## config.mk

```make
export PLATFORM = sky130hd
export DESIGN_NAME = bomb_scheduler
export DESIGN_NICKNAME = d
export VERILOG_FILES = /design/src/rtl/bomb_scheduler.sv
export SDC_FILE = /design/constraint.sdc
export NUM_CORES = 1
export LEC_CHECK = 0
export ABC_AREA = 1
export BUFFER_PORTS_ARGS = -buffer_cell sky130_fd_sc_hd__buf_2
export CAP_MARGIN = 0
export CORE_MARGIN = 2
export CORE_UTILIZATION = 54
export CTS_CLUSTER_SIZE = 10
export DETAILED_ROUTE_END_ITERATION = 8
export PLACE_DENSITY = 0.87
export SLEW_MARGIN = 25
export SYNTH_ARGS = -nofsm -noshare
export SYNTH_HDL_FRONTEND = slang
export SYNTH_SLANG_ARGS = --single-unit
```

## constraint.sdc

```tcl
create_clock -name clk -period 2.3 [get_ports clk]
set_input_delay 0.23 -clock clk [delete_from_list [all_inputs] [get_ports clk]]
set_output_delay 0.23 -clock clk [all_outputs]
set_load 0.05 [all_outputs]
```

## src/rtl/bomb_scheduler.sv

```systemverilog
// Two-player bomb slot scheduler: request arbitration, fuse/blast timing and a
// single shared bomb-map write port with round-robin arbitration.
//
// state | meaning
// IDLE  | slot empty; drop requests are evaluated
// ARMED | bomb placed; fuse down-counter steps on tick
// BLAST | bomb exploding; blast down-counter steps on tick
module bomb_scheduler #(
  parameter int GRID        = 10,
  parameter int FUSE_TICKS  = 3,
  parameter int BLAST_TICKS = 1
) (
  input  logic       clk,
  input  logic       rst,
  input  logic       tick,
  input  logic       reqA,
  input  logic [3:0] reqA_x,
  input  logic [3:0] reqA_y,
  input  logic       reqB,
  input  logic [3:0] reqB_x,
  input  logic [3:0] reqB_y,
  output logic       grantA,
  output logic       grantB,
  output logic       rejectA,
  output logic       rejectB,
  output logic       bombA_v,
  output logic [3:0] bombA_x,
  output logic [3:0] bombA_y,
  output logic       bombB_v,
  output logic [3:0] bombB_x,
  output logic [3:0] bombB_y,
  output logic       blastA,
  output logic       blastB,
  output logic       wr_en,
  output logic [3:0] wr_x,
  output logic [3:0] wr_y,
  output logic [1:0] wr_code
);

  typedef enum logic [1:0] {IDLE = 2'd0, ARMED = 2'd1, BLAST = 2'd2} state_t;

  localparam logic [4:0] GRID_L   = 5'(GRID);
  localparam logic [3:0] FUSE_LD  = (FUSE_TICKS == 0) ? 4'd1 : 4'(FUSE_TICKS);
  localparam logic [3:0] BLAST_LD = (BLAST_TICKS == 0) ? 4'd1 : 4'(BLAST_TICKS);

  state_t     st_a, st_b;
  logic [3:0] cnt_a, cnt_b;
  logic [3:0] xa, ya, xb, yb;
  logic       pend_a, pend_b;
  logic       rr_b;  // 0: A has priority, 1: B has priority

  logic legal_a, legal_b, conflict, acc_a, acc_b, rej_a, rej_b;
  logic ev_a, ev_b, serve_a, serve_b, contend;

  function automatic logic [1:0] code_of(state_t s);
    case (s)
      ARMED:   code_of = 2'b01;
      BLAST:   code_of = 2'b10;
      default: code_of = 2'b00;
    endcase
  endfunction

  always_comb begin
    legal_a  = reqA && (st_a == IDLE) && ({1'b0, reqA_x} < GRID_L) && ({1'b0, reqA_y} < GRID_L)
               && !((st_b != IDLE) && (reqA_x == xb) && (reqA_y == yb));
    legal_b  = reqB && (st_b == IDLE) && ({1'b0, reqB_x} < GRID_L) && ({1'b0, reqB_y} < GRID_L)
               && !((st_a != IDLE) && (reqB_x == xa) && (reqB_y == ya));
    conflict = legal_a && legal_b && (reqA_x == reqB_x) && (reqA_y == reqB_y);
    acc_a    = legal_a && !(conflict && rr_b);
    acc_b    = legal_b && !(conflict && !rr_b);
    rej_a    = reqA && (st_a == IDLE) && !acc_a;
    rej_b    = reqB && (st_b == IDLE) && !acc_b;
    // terminal-count events that change what the map should show
    ev_a     = tick && (st_a != IDLE) && (cnt_a == 4'd1);
    ev_b     = tick && (st_b != IDLE) && (cnt_b == 4'd1);
    contend  = pend_a && pend_b;
    serve_a  = pend_a && (!pend_b || !rr_b);
    serve_b  = pend_b && (!pend_a || rr_b);
  end

  always_ff @(posedge clk) begin
    if (!rst) begin
      st_a    <= IDLE;
      st_b    <= IDLE;
      cnt_a   <= 4'd0;
      cnt_b   <= 4'd0;
      xa      <= 4'd0;
      ya      <= 4'd0;
      xb      <= 4'd0;
      yb      <= 4'd0;
      pend_a  <= 1'b0;
      pend_b  <= 1'b0;
      rr_b    <= 1'b0;
      grantA  <= 1'b0;
      grantB  <= 1'b0;
      rejectA <= 1'b0;
      rejectB <= 1'b0;
      wr_en   <= 1'b0;
      wr_x    <= 4'd0;
      wr_y    <= 4'd0;
      wr_code <= 2'b00;
    end else begin
      grantA  <= acc_a;
      grantB  <= acc_b;
      rejectA <= rej_a;
      rejectB <= rej_b;

      case (st_a)
        IDLE: if (acc_a) begin
          st_a  <= ARMED;
          cnt_a <= FUSE_LD;
          xa    <= reqA_x;
          ya    <= reqA_y;
        end
        ARMED: if (tick) begin
          if (cnt_a == 4'd1) begin
            st_a  <= BLAST;
            cnt_a <= BLAST_LD;
          end else cnt_a <= cnt_a - 4'd1;
        end
        BLAST: if (tick) begin
          if (cnt_a == 4'd1) st_a <= IDLE;
          cnt_a <= cnt_a - 4'd1;
        end
        default: st_a <= IDLE;
      endcase

      case (st_b)
        IDLE: if (acc_b) begin
          st_b  <= ARMED;
          cnt_b <= FUSE_LD;
          xb    <= reqB_x;
          yb    <= reqB_y;
        end
        ARMED: if (tick) begin
          if (cnt_b == 4'd1) begin
            st_b  <= BLAST;
            cnt_b <= BLAST_LD;
          end else cnt_b <= cnt_b - 4'd1;
        end
        BLAST: if (tick) begin
          if (cnt_b == 4'd1) st_b <= IDLE;
          cnt_b <= cnt_b - 4'd1;
        end
        default: st_b <= IDLE;
      endcase

      // a new event coinciding with issue re-arms pending so it is not lost
      pend_a <= acc_a || ev_a || (pend_a && !serve_a);
      pend_b <= acc_b || ev_b || (pend_b && !serve_b);

      wr_en <= serve_a || serve_b;
      if (serve_a) begin
        wr_x    <= xa;
        wr_y    <= ya;
        wr_code <= code_of(st_a);
      end else if (serve_b) begin
        wr_x    <= xb;
        wr_y    <= yb;
        wr_code <= code_of(st_b);
      end

      if (conflict || contend) rr_b <= !rr_b;
    end
  end

  assign bombA_v = (st_a != IDLE);
  assign bombB_v = (st_b != IDLE);
  assign blastA  = (st_a == BLAST);
  assign blastB  = (st_b == BLAST);
  assign bombA_x = xa;
  assign bombA_y = ya;
  assign bombB_x = xb;
  assign bombB_y = yb;

endmodule

```

==> results.toml, run 1 <==
[synth]
ys_top_cells_by_area = "dfxtp_1, nand2_1, a21oi_1, inv_1, ha_1"
synth_common_cells = "nand2_1, inv_1, a21oi_1, dfxtp_1, o21ai_0"
synth_ff_type = "dfxtp_1"
yosysTopAreaCellShare_pct = 35.4
ys_warn_count = 0
synth_cells = 383
synth_cell_type_count = 30
synth_area_mm2 = 0.00260
async_reset_ff_share_pct = 0
synth_area_per_cell_um2 = 6.80
yosysMostFrequentCell = "nand2_1"
synth_edf_count = 0
ys_seq_area_share_pct = 35.4
synth_nets = 418
synth_seq_cells = 46
synth_area_leader_cell = "dfxtp_1"

[timing]
hold_violations = 0
fin_crit_sh_pct = 91.6
fin_skew_ns = 0.00557
post-route-min-period_ns = 2.11
maxSlewViolCount = 0
setup_viol = 0
fmax_mhz = 475
hold_slack_ns = 0.175
max_slew_margin_pct = 53.5
tightest_slew_ns = 0.695

[cts]
postCtsSetupRepairBufs = 0
clk_pin_slew_ns = 0.08
cts.sinks = 46
insertion_delay_ns = 0.30
cts-htree-levels = 2
cts.path.max_buffers = 2
cts-root-buf = "clkbuf_8"
cts_resized = 0
cts_hold_buffers = 0
tritoncts = "built"
cts_buffers = 5

[floorplanning]
core_area_mm2 = 0.00469
die_x_um = 73.5
initial_core_util_pct = 55.5
fp-row-count = 25
die-height_um = 73.5
io_pins = 56
die_area_mm2 = 0.00540

[route]
firstDrtPassIters = 5
drcViolationCount = 0
initialDrtViolationCount = 237
wl_met3_um = 417
wire_per_inst_um = 13.1
drt-met1-wl_um = 2870
vias_per_cell = 5.40
ant_nets = 0
met2_length_um = 3050
vias = 2661
routed_wirelength_um = 6460
top_layer = "met5"

[cells_and_area]
seqCellArea_um2 = 921
final_cell_area_mm2 = 0.00302
multi_input_area_mm2 = 0.00143
area_growth_pct = 15.8
n_antenna_cell = 0
fin_nets = 474
final_layout_size_suffix_gt1_share_pct = 18.2
fill_cells = 423

[placed_design]
portBuffers = 55
place_area_mm2 = 0.00292
gp_congestion = 0.942
dp_hpwl_um = 4840

[power]
sequentialPowerShare_pct = 34.9
pwr-share-comb_pct = 49.4
p_per_area_mw_per_mm2 = 977
p_total_uw = 2950
clockPowerShare_pct = 15.7
p_switching_uw = 1380
swShare_pct = 46.8
leakage_uw = 0.00152
p_int_uw = 1570
ir_drop_mv = 0.522

[worst_setup_path]
critPathKind = "register to register"
endpoint_kind = "register"
critPathArrivalTime_ns = 2.29
startpoint_type = "register"
cp_max_fo = 12
ff2ff_setup_slack_ns = 0.19
cp_data_required_time_ns = 2.49

[status]
status = "finished, final reports clean"

[grt]
grt_max_degree = 29
grt_pass1_wl_um = 10500
grt.total_usage_pct = 24.9
grt_pass1_vias = 2407
overflow = 0
antenna_found_initial = 1

[run]
drv_cap = 0

[hold_path]
worstHoldPathType = "input pin to register"
==> power groups by stage <==
stage	clock network (uW)	logic, uW	registers, uW
final	462	1460	1030
after global routing	498	1610	1040
after CTS	478	1420	1020
after detailed placement	0	1410	1040
after global placement	0	1380	1040
after floorplan	0	871	1270
==> kinds of logic (layout without fill, tap and decap cells) <==
kind of cell | Yosys count | in the layout | share of synthesized area [%]
AOI/OAI and AO/OA | 90 | 90 | 18.1
xor gates and xnor gates | 9 | 9 | 3.03
adders and majority gates | 14 | 14 | 6.72
buffers and inverters | 68 | 124 | 10.6
DFF | 46 | 46 | 35.4
and+or+nand+nor | 156 | 156 | 26.2
==> final cells by class <==
type                    count  area share, %
clock buffers               7           2.53
repair buffers             59           10.1
well taps                  54           2.24
multi-input cells         269           47.3
flip-flops and latches     46           30.5
inverters                  58           7.22
==> per-stage QoR <==
step                      util [%]  setup WS [ns]  std cells  TNS [ns]
after floorplan                  -          0.239        383         0
after global placement        62.2          0.238        486         0
after detailed placement      62.2          0.135        486         0
after CTS                     63.8          0.107        493         0
after global routing          64.3        -0.0311        493   -0.0343
final                         64.3          0.194        493         0
==> sequential cells by signal (all words and copies together), names as in the netlist, 4 cells and up <==
register / count
bombA_x: 4
bombA_y: 4
bombB_x: 4
bombB_y: 4
cnt_a: 4
cnt_b: 4
wr_x: 4
wr_y: 4
==> worst max-delay path: stages, from the launching register on <==
cell and delay (ns):
dfxtp_1 0.33, inv_1 0.12, ha_2 0.26, nand2_1 0.13
nor3_4 0.22, nand3_2 0.15, nor2_2 0.15, nand2_2 0.08
nand2_4 0.17, inv_2 0.12, o21ai_0 0.19, a21oi_1 0.06
==> layer usage <==
metal,up-vias,GRT usage [%]
li1,1334,-
met1,1206,31.7
met2,107,41.2
met3,12,5.62
met4,2,9.29
met5,-,0
==> path summary, 6_finish.rpt <==
kind,startpoint,to,cells after the start
worst max-delay path,st_a[1],bombA_y[0],11
worst max register to register,st_a[1],bombA_y[0],11
worst min-delay path,rst,wr_en,3
worst min register to register,wr_y[3],wr_y[3],2
==> cells in the final DEF, fill, tap and decap left out, types with 2 or more instances in the layout <==
cell type / instances
o21ai_0: 33
nor2_1: 28
xor2_1: 8
o221ai_1: 2
ha_1: 13
nand2_2: 3
o21ai_1: 4
dfxtp_1: 46
clkbuf_1: 2
buf_2: 55
o22ai_1: 2
nor2_2: 2
buf_4: 4
inv_1: 55
a21oi_1: 46
clkbuf_8: 5
nand3_1: 23
inv_2: 2
nand2_4: 4
nor3_1: 5
nand2_1: 86
Power figures use the tool's default switching activity.
==> inputs of run 2 (changes only) <==
--- a/config.mk
+++ b/config.mk
@@ -5,14 +5,13 @@
 export SDC_FILE = /design/constraint.sdc
 export NUM_CORES = 1
 export LEC_CHECK = 0
-export ABC_AREA = 1
 export BUFFER_PORTS_ARGS = -buffer_cell sky130_fd_sc_hd__buf_2
 export CAP_MARGIN = 0
 export CORE_MARGIN = 2
-export CORE_UTILIZATION = 54
+export CORE_UTILIZATION = 55
 export CTS_CLUSTER_SIZE = 10
 export DETAILED_ROUTE_END_ITERATION = 8
-export PLACE_DENSITY = 0.87
+export PLACE_DENSITY = 0.88
 export SLEW_MARGIN = 25
 export SYNTH_ARGS = -nofsm -noshare
 export SYNTH_HDL_FRONTEND = slang
==> run 2 against run 1 <==
Against the previous run:
- first-iteration DRC count fell by 35%
- setup slack improved by 0.025 ns
- clock skew rose by 0.0088 ns
- die area rose by 1.1%
- utilization rose by 1.9 points
- register-to-register slack improved by 0.02 ns
- critical path type unchanged
==> results.toml, run 2 <==
[placed_design]
place_area_mm2 = 0.00303
dp_hpwl_um = 4910
place_ws_ns = 0.260
gp_congestion = 0.871
portBuffers = 55

[cells_and_area]
final_layout_size_suffix_gt1_share_pct = 23.5
fill_cells = 365
area_growth_pct = 16.4
final_cell_area_mm2 = 0.00313
layout_commonest_cell = "buf_2"
fin_nets = 383
mostFrequentLayoutCells = "buf_2, dfxtp_1, nor2_1"
n_antenna_cell = 0

[worst_setup_path]
ff2ff_setup_slack_ns = 0.22
cp_data_required_time_ns = 2.47
endpoint_kind = "register"
critPathKind = "register to register"
reg2reg_to = "bombB_x[0]"
critPathArrivalTime_ns = 2.25
cp_max_fo = 8
rr_startpoint = "bombB_y[0]"
r2r_cells = 8
startpoint_type = "register"

[status]
status = "finished, final reports clean"

[timing]
post-route-min-period_ns = 2.08
rsz0062_at_grt = "false"
tns_ns = 0
maxSlewViolCount = 0
setup_viol = 0
fin_crit_sh_pct = 90.5
hold_violations = 0
fin_skew_ns = 0.0144
worst_slack_ns = 0.218
tightest_slew_ns = 0.677
fmax_mhz = 480
max_slew_margin_pct = 54.8

[cts]
clk_pin_slew_ns = 0.10
insertion_delay_ns = 0.31
tritoncts = "built"
cts-htree-levels = 2
cts_hold_buffers = 0
cts.sinks = 46
cts-root-buf = "clkbuf_8"
cts_buffers = 5
postCtsSetupRepairBufs = 0
cts.path.max_buffers = 2

[grt]
overflow = 0
grt_max_degree = 41
grt_pass1_vias = 2323
antenna_found_initial = 0
grt_pass1_wl_um = 10600
grt.total_usage_pct = 25.1

[route]
drcViolationCount = 0
vias = 2420
ant_nets = 0
firstDrtPassIters = 4
vias_per_cell = 5.82
initialDrtViolationCount = 153
routed_wirelength_um = 6490
wire_per_inst_um = 15.6

[floorplanning]
fp-row-count = 25
die-height_um = 73.9
die_x_um = 73.9
die_area_mm2 = 0.00546
core_area_mm2 = 0.00472
io_pins = 56
initial_core_util_pct = 56.8

[power]
leakage_uw = 0.00138
p_per_area_mw_per_mm2 = 1000
ir_drop_mv = 0.706

[synth]
synth_area_per_cell_um2 = 9.20
ys_warn_count = 0
synth_area_mm2 = 0.00269
synth_edf_count = 0
async_reset_ff_share_pct = 0
synth_nets = 327
synth_ff_type = "dfxtp_1"
synth_cell_type_count = 53
yosysMostFrequentCell = "dfxtp_1"
synth_common_cells = "dfxtp_1, nor2_1, mux2i_1"
yosysTopAreaCellShare_pct = 34.3
synth_seq_cells = 46
ys_seq_area_share_pct = 34.3
synth_area_leader_cell = "dfxtp_1"
synth_cells = 292
ys_top_cells_by_area = "dfxtp_1, mux2i_1, ha_1, nor2_1, xor2_1"

[run]
drv_cap = 0

[hold_path]
holdPathStages = 3
worstHoldPathType = "input pin to register"
holdPathEnd = "rejectB"
hold_start = "reqB"
-- run 2: cell types whose count changed after synthesis, moves of 9 or more --
| cell | change |
|---|---|
| nand3_1 | -19 |
| a211oi_1 | +15 |
| nand2_1 | -81 |
| nor2_1 | +14 |
| mux2i_1 | +26 |
| inv_1 | -43 |
| o21ai_0 | -25 |
| xnor2_1 | +9 |
| a21oi_1 | -39 |
-- run 2: final cells by class --
class	count	area (um2)	area share (%)
tap	67	83.8	2.68
inverter	13	48.8	1.56
sequential	46	921	29.5
timing repair buffer	63	335	10.7
multi-input combinational	219	1640	52.6
clock inverter	3	25.0	0.800
clock buffer	5	68.8	2.20
-- run 2: stage by stage --
step / utilization (%) / cells / hold WS, ns / total power, uW
finish: 66.2 / 416 / 0.192 / 3130
global route: 66.2 / 416 / 0.195 / 3320
CTS: 66.2 / 416 / 0.183 / 3110
detailed placement: 64.2 / 408 / 0.492 / 2600
global placement: 64.2 / 408 / 0.486 / 2540
floorplan: - / 292 / 0.369 / 2230
-- run 2: per-layer routing --
layer / up-vias / part of all wire, % / track usage (%)
met4: 0 / 1.7 / 9.90
met5: - / 0 / 0
li1: 1176 / - / -
met1: 1138 / 46 / 34.6
met3: 11 / 6.1 / 5.35
met2: 95 / 46 / 38.0
-- run 2: where the power goes --
part / leakage [uW] / internal [uW] / switching (uW)
sequential: 0.000376 / 930 / 113
clock: 0.0000447 / 220 / 309
combinational: 0.000954 / 526 / 1030
-- run 2: how the worst max path moves through the flow --
stage | startpoint | to | slack [ns] | cells past startpoint
5_1_grt | st_a[0] | cnt_a[3] | 0.04 | 7
3_5_place_dp | reqA_y[2] | bombB_y[1] | 0.26 | 9
4_1_cts | bombB_y[0] | bombB_x[1] | 0.26 | 8
6_report | bombB_y[0] | bombB_x[0] | 0.22 | 8
2_1_floorplan | st_b[0] | bombA_x[2] | 0.04 | 10
3_3_place_gp | reqA_y[2] | bombB_y[1] | 0.26 | 9
-- run 2: logic make-up (layout without fill, tap and decap cells) --
logic type               count (synthesis)  after routing  share of synthesized area [%]
flip-flops                              46             46                           34.3
XOR/XNOR                                25             25                           8.15
buffers and inverters                   27             84                           4.52
AO/OA/AOI/OAI                           66             66                           19.8
AND/OR/NAND/NOR                         88             88                           17.1
multiplexers                            26             26                           9.69
adder cells (fa/ha/maj)                 14             14                           6.52
-- run 2: what timing repair did --
action                                  4_1_cts  5_1_grt
endpoints found under the setup margin        0        1
hold endpoints to repair                      0        0
gates resized for setup                       0        1
-- run 2: worst max-delay path, cell delays in order (launching register included) --
cell	delay, ns
dfxtp_1	0.37
xor2_1	0.19
nor4_2	0.35
a41oi_4	0.15
buf_4	0.18
a21oi_4	0.24
buf_4	0.22
mux2i_1	0.19
nor2_1	0.05
==> inputs of run 3 (changes only) <==
--- a/config.mk
+++ b/config.mk
@@ -12,6 +12,7 @@
 export CTS_CLUSTER_SIZE = 10
 export DETAILED_ROUTE_END_ITERATION = 8
 export PLACE_DENSITY = 0.88
+export SKIP_LAST_GASP = 1
 export SLEW_MARGIN = 25
 export SYNTH_ARGS = -nofsm -noshare
 export SYNTH_HDL_FRONTEND = slang
==> constraint.sdc (replaced) <==
create_clock -name clk -period 2.3 [get_ports clk]
set_input_delay 0.345 -clock clk [delete_from_list [all_inputs] [get_ports clk]]
set_output_delay 0.345 -clock clk [all_outputs]
set_load 0.05 [all_outputs]
==> run 3 against run 2 <==
Against the previous run:
- non-clock buffer count rose by 2
- fmax decreased by 5.4%
- sequential power hardly changed
- setup slack lost 0.12 ns
- cell area increased by 0.84%
- cell count increased by 0.48%
- clock skew down 0.0057 ns
- clock power is 1% higher
- highest routed layer unchanged
==> results.toml, run 3 (synthesis results as in run 2) <==
[cells_and_area]
stdcell_count = 418
n_antenna_cell = 0
seqCellArea_um2 = 921
final_layout_size_suffix_gt1_share_pct = 23.9
fin_nets = 385
mostFrequentLayoutCells = "buf_2, dfxtp_1, nor2_1"
layout_commonest_cell = "buf_2"
multi_input_area_mm2 = 0.00164
postLayoutCoreUtil_pct = 66.8
fill_cells = 366
area_growth_pct = 17.4

[placed_design]
place_ws_ns = 0.0956
portBuffers = 55
placed_cells = 409
gp_congestion = 0.859
dp_hpwl_um = 5180

[grt]
antenna_found_initial = 0
grt_pass1_vias = 2328
grt.total_usage_pct = 26.1
grt_max_degree = 23
overflow = 0
grt_pass1_wl_um = 11000

[route]
vias_per_cell = 5.89
wire_per_inst_um = 16.2
routed_wirelength_um = 6770
ant_nets = 0
vias = 2462
firstDrtPassIters = 4
drcViolationCount = 0
initialDrtViolationCount = 211

[hold_path]
worstHoldPathType = "input pin to register"

[floorplanning]
core_area_mm2 = 0.00472
die_x_um = 73.9
die_area_mm2 = 0.00546
io_pins = 56
initial_core_util_pct = 56.8
fp-row-count = 25
die-height_um = 73.9

[power]
p_per_area_mw_per_mm2 = 1000
ir_drop_mv = 0.487
leakage_uw = 0.00139

[cts]
insertion_delay_ns = 0.32
cts.sinks = 46
cts_buffers = 5
clk_pin_slew_ns = 0.10
tritoncts = "built"
cts_hold_buffers = 0
cts.path.max_buffers = 2
cts-htree-levels = 2
cts-root-buf = "clkbuf_8"

[timing]
fin_skew_ns = 0.00871
tns_ns = 0
rsz0062_at_grt = "false"
setup_viol = 0
maxSlewViolCount = 0
fin_crit_sh_pct = 95.6
fmax_mhz = 455
max_slew_margin_pct = 58.7
tightest_slew_ns = 0.619
post-route-min-period_ns = 2.20
hold_violations = 0
worst_slack_ns = 0.100
hold_slack_ns = 0.288

[run]
drv_cap = 0

[worst_setup_path]
cp_data_required_time_ns = 2.53
critPathArrivalTime_ns = 2.43
endpoint_kind = "register"
cp_max_fo = 7
startpoint_type = "register"
critPathKind = "register to register"

[status]
status = "finished, final reports clean"
-- run 3: changes by cell type in the layout (fill, tap and decap cells not counted) --
cell       before  now
buf_12          0    1
a2111oi_1       2    1
a2111oi_0       0    1
buf_4           8    9
-- run 3: metrics by stage --
step	area (um2)	power, uW
detailed placement	3040	2600
floorplan	2690	2230
CTS	3130	3120
global route	3150	3340
global placement	3040	2540
finish	3150	3160
-- run 3: path summary, 6_finish.rpt --
path	start	endpoint	slack [ns]	depth (start not counted)
max	bombB_y[0]	cnt_b[3]	0.10	7
min	reqB	rejectB	0.29	3
max reg2reg	bombB_y[0]	cnt_b[3]	0.10	7
min reg2reg	wr_y[1]	wr_y[1]	0.50	2
-- run 3: worst max-delay path: stages (launching register included) --
cell	delay, ns
dfxtp_1	0.36
xor2_1	0.19
nor4_2	0.43
a41oi_4	0.20
buf_12	0.17
a211oi_4	0.36
o21ai_0	0.16
a31o_1	0.23
-- run 3: what timing repair did --
action / CTS / global route
setup endpoints to repair: 0 / 1
resized for setup: 0 / 0
buffers inserted: 0 / 1
-- run 3: report_power, final --
| part | leakage (uW) | total (uW) | switching [uW] | internal, uW |
|---|---|---|---|---|
| Clock | 0.0000447 | 535 | 316 | 220 |
| Sequential | 0.000376 | 1040 | 110 | 930 |
| Combinational | 0.000968 | 1580 | 1040 | 537 |
-- run 3: area by class of cell --
| cell class | count | area share (%) |
|---|---|---|
| multi-input combinational | 219 | 52.1 |
| clock inverter | 3 | 0.794 |
| timing repair buffer | 65 | 11.5 |
| inverter | 13 | 1.55 |
| sequential | 46 | 29.2 |
| tap | 67 | 2.66 |
| clock buffer | 5 | 2.18 |
-- run 3: metal layers --
metal | share of wire (%) | GRT usage [%]
met1 | 46 | 35.0
met2 | 47 | 40.6
met3 | 5.0 | 4.53
met4 | 2.5 | 12.3
met5 | 0 | 0
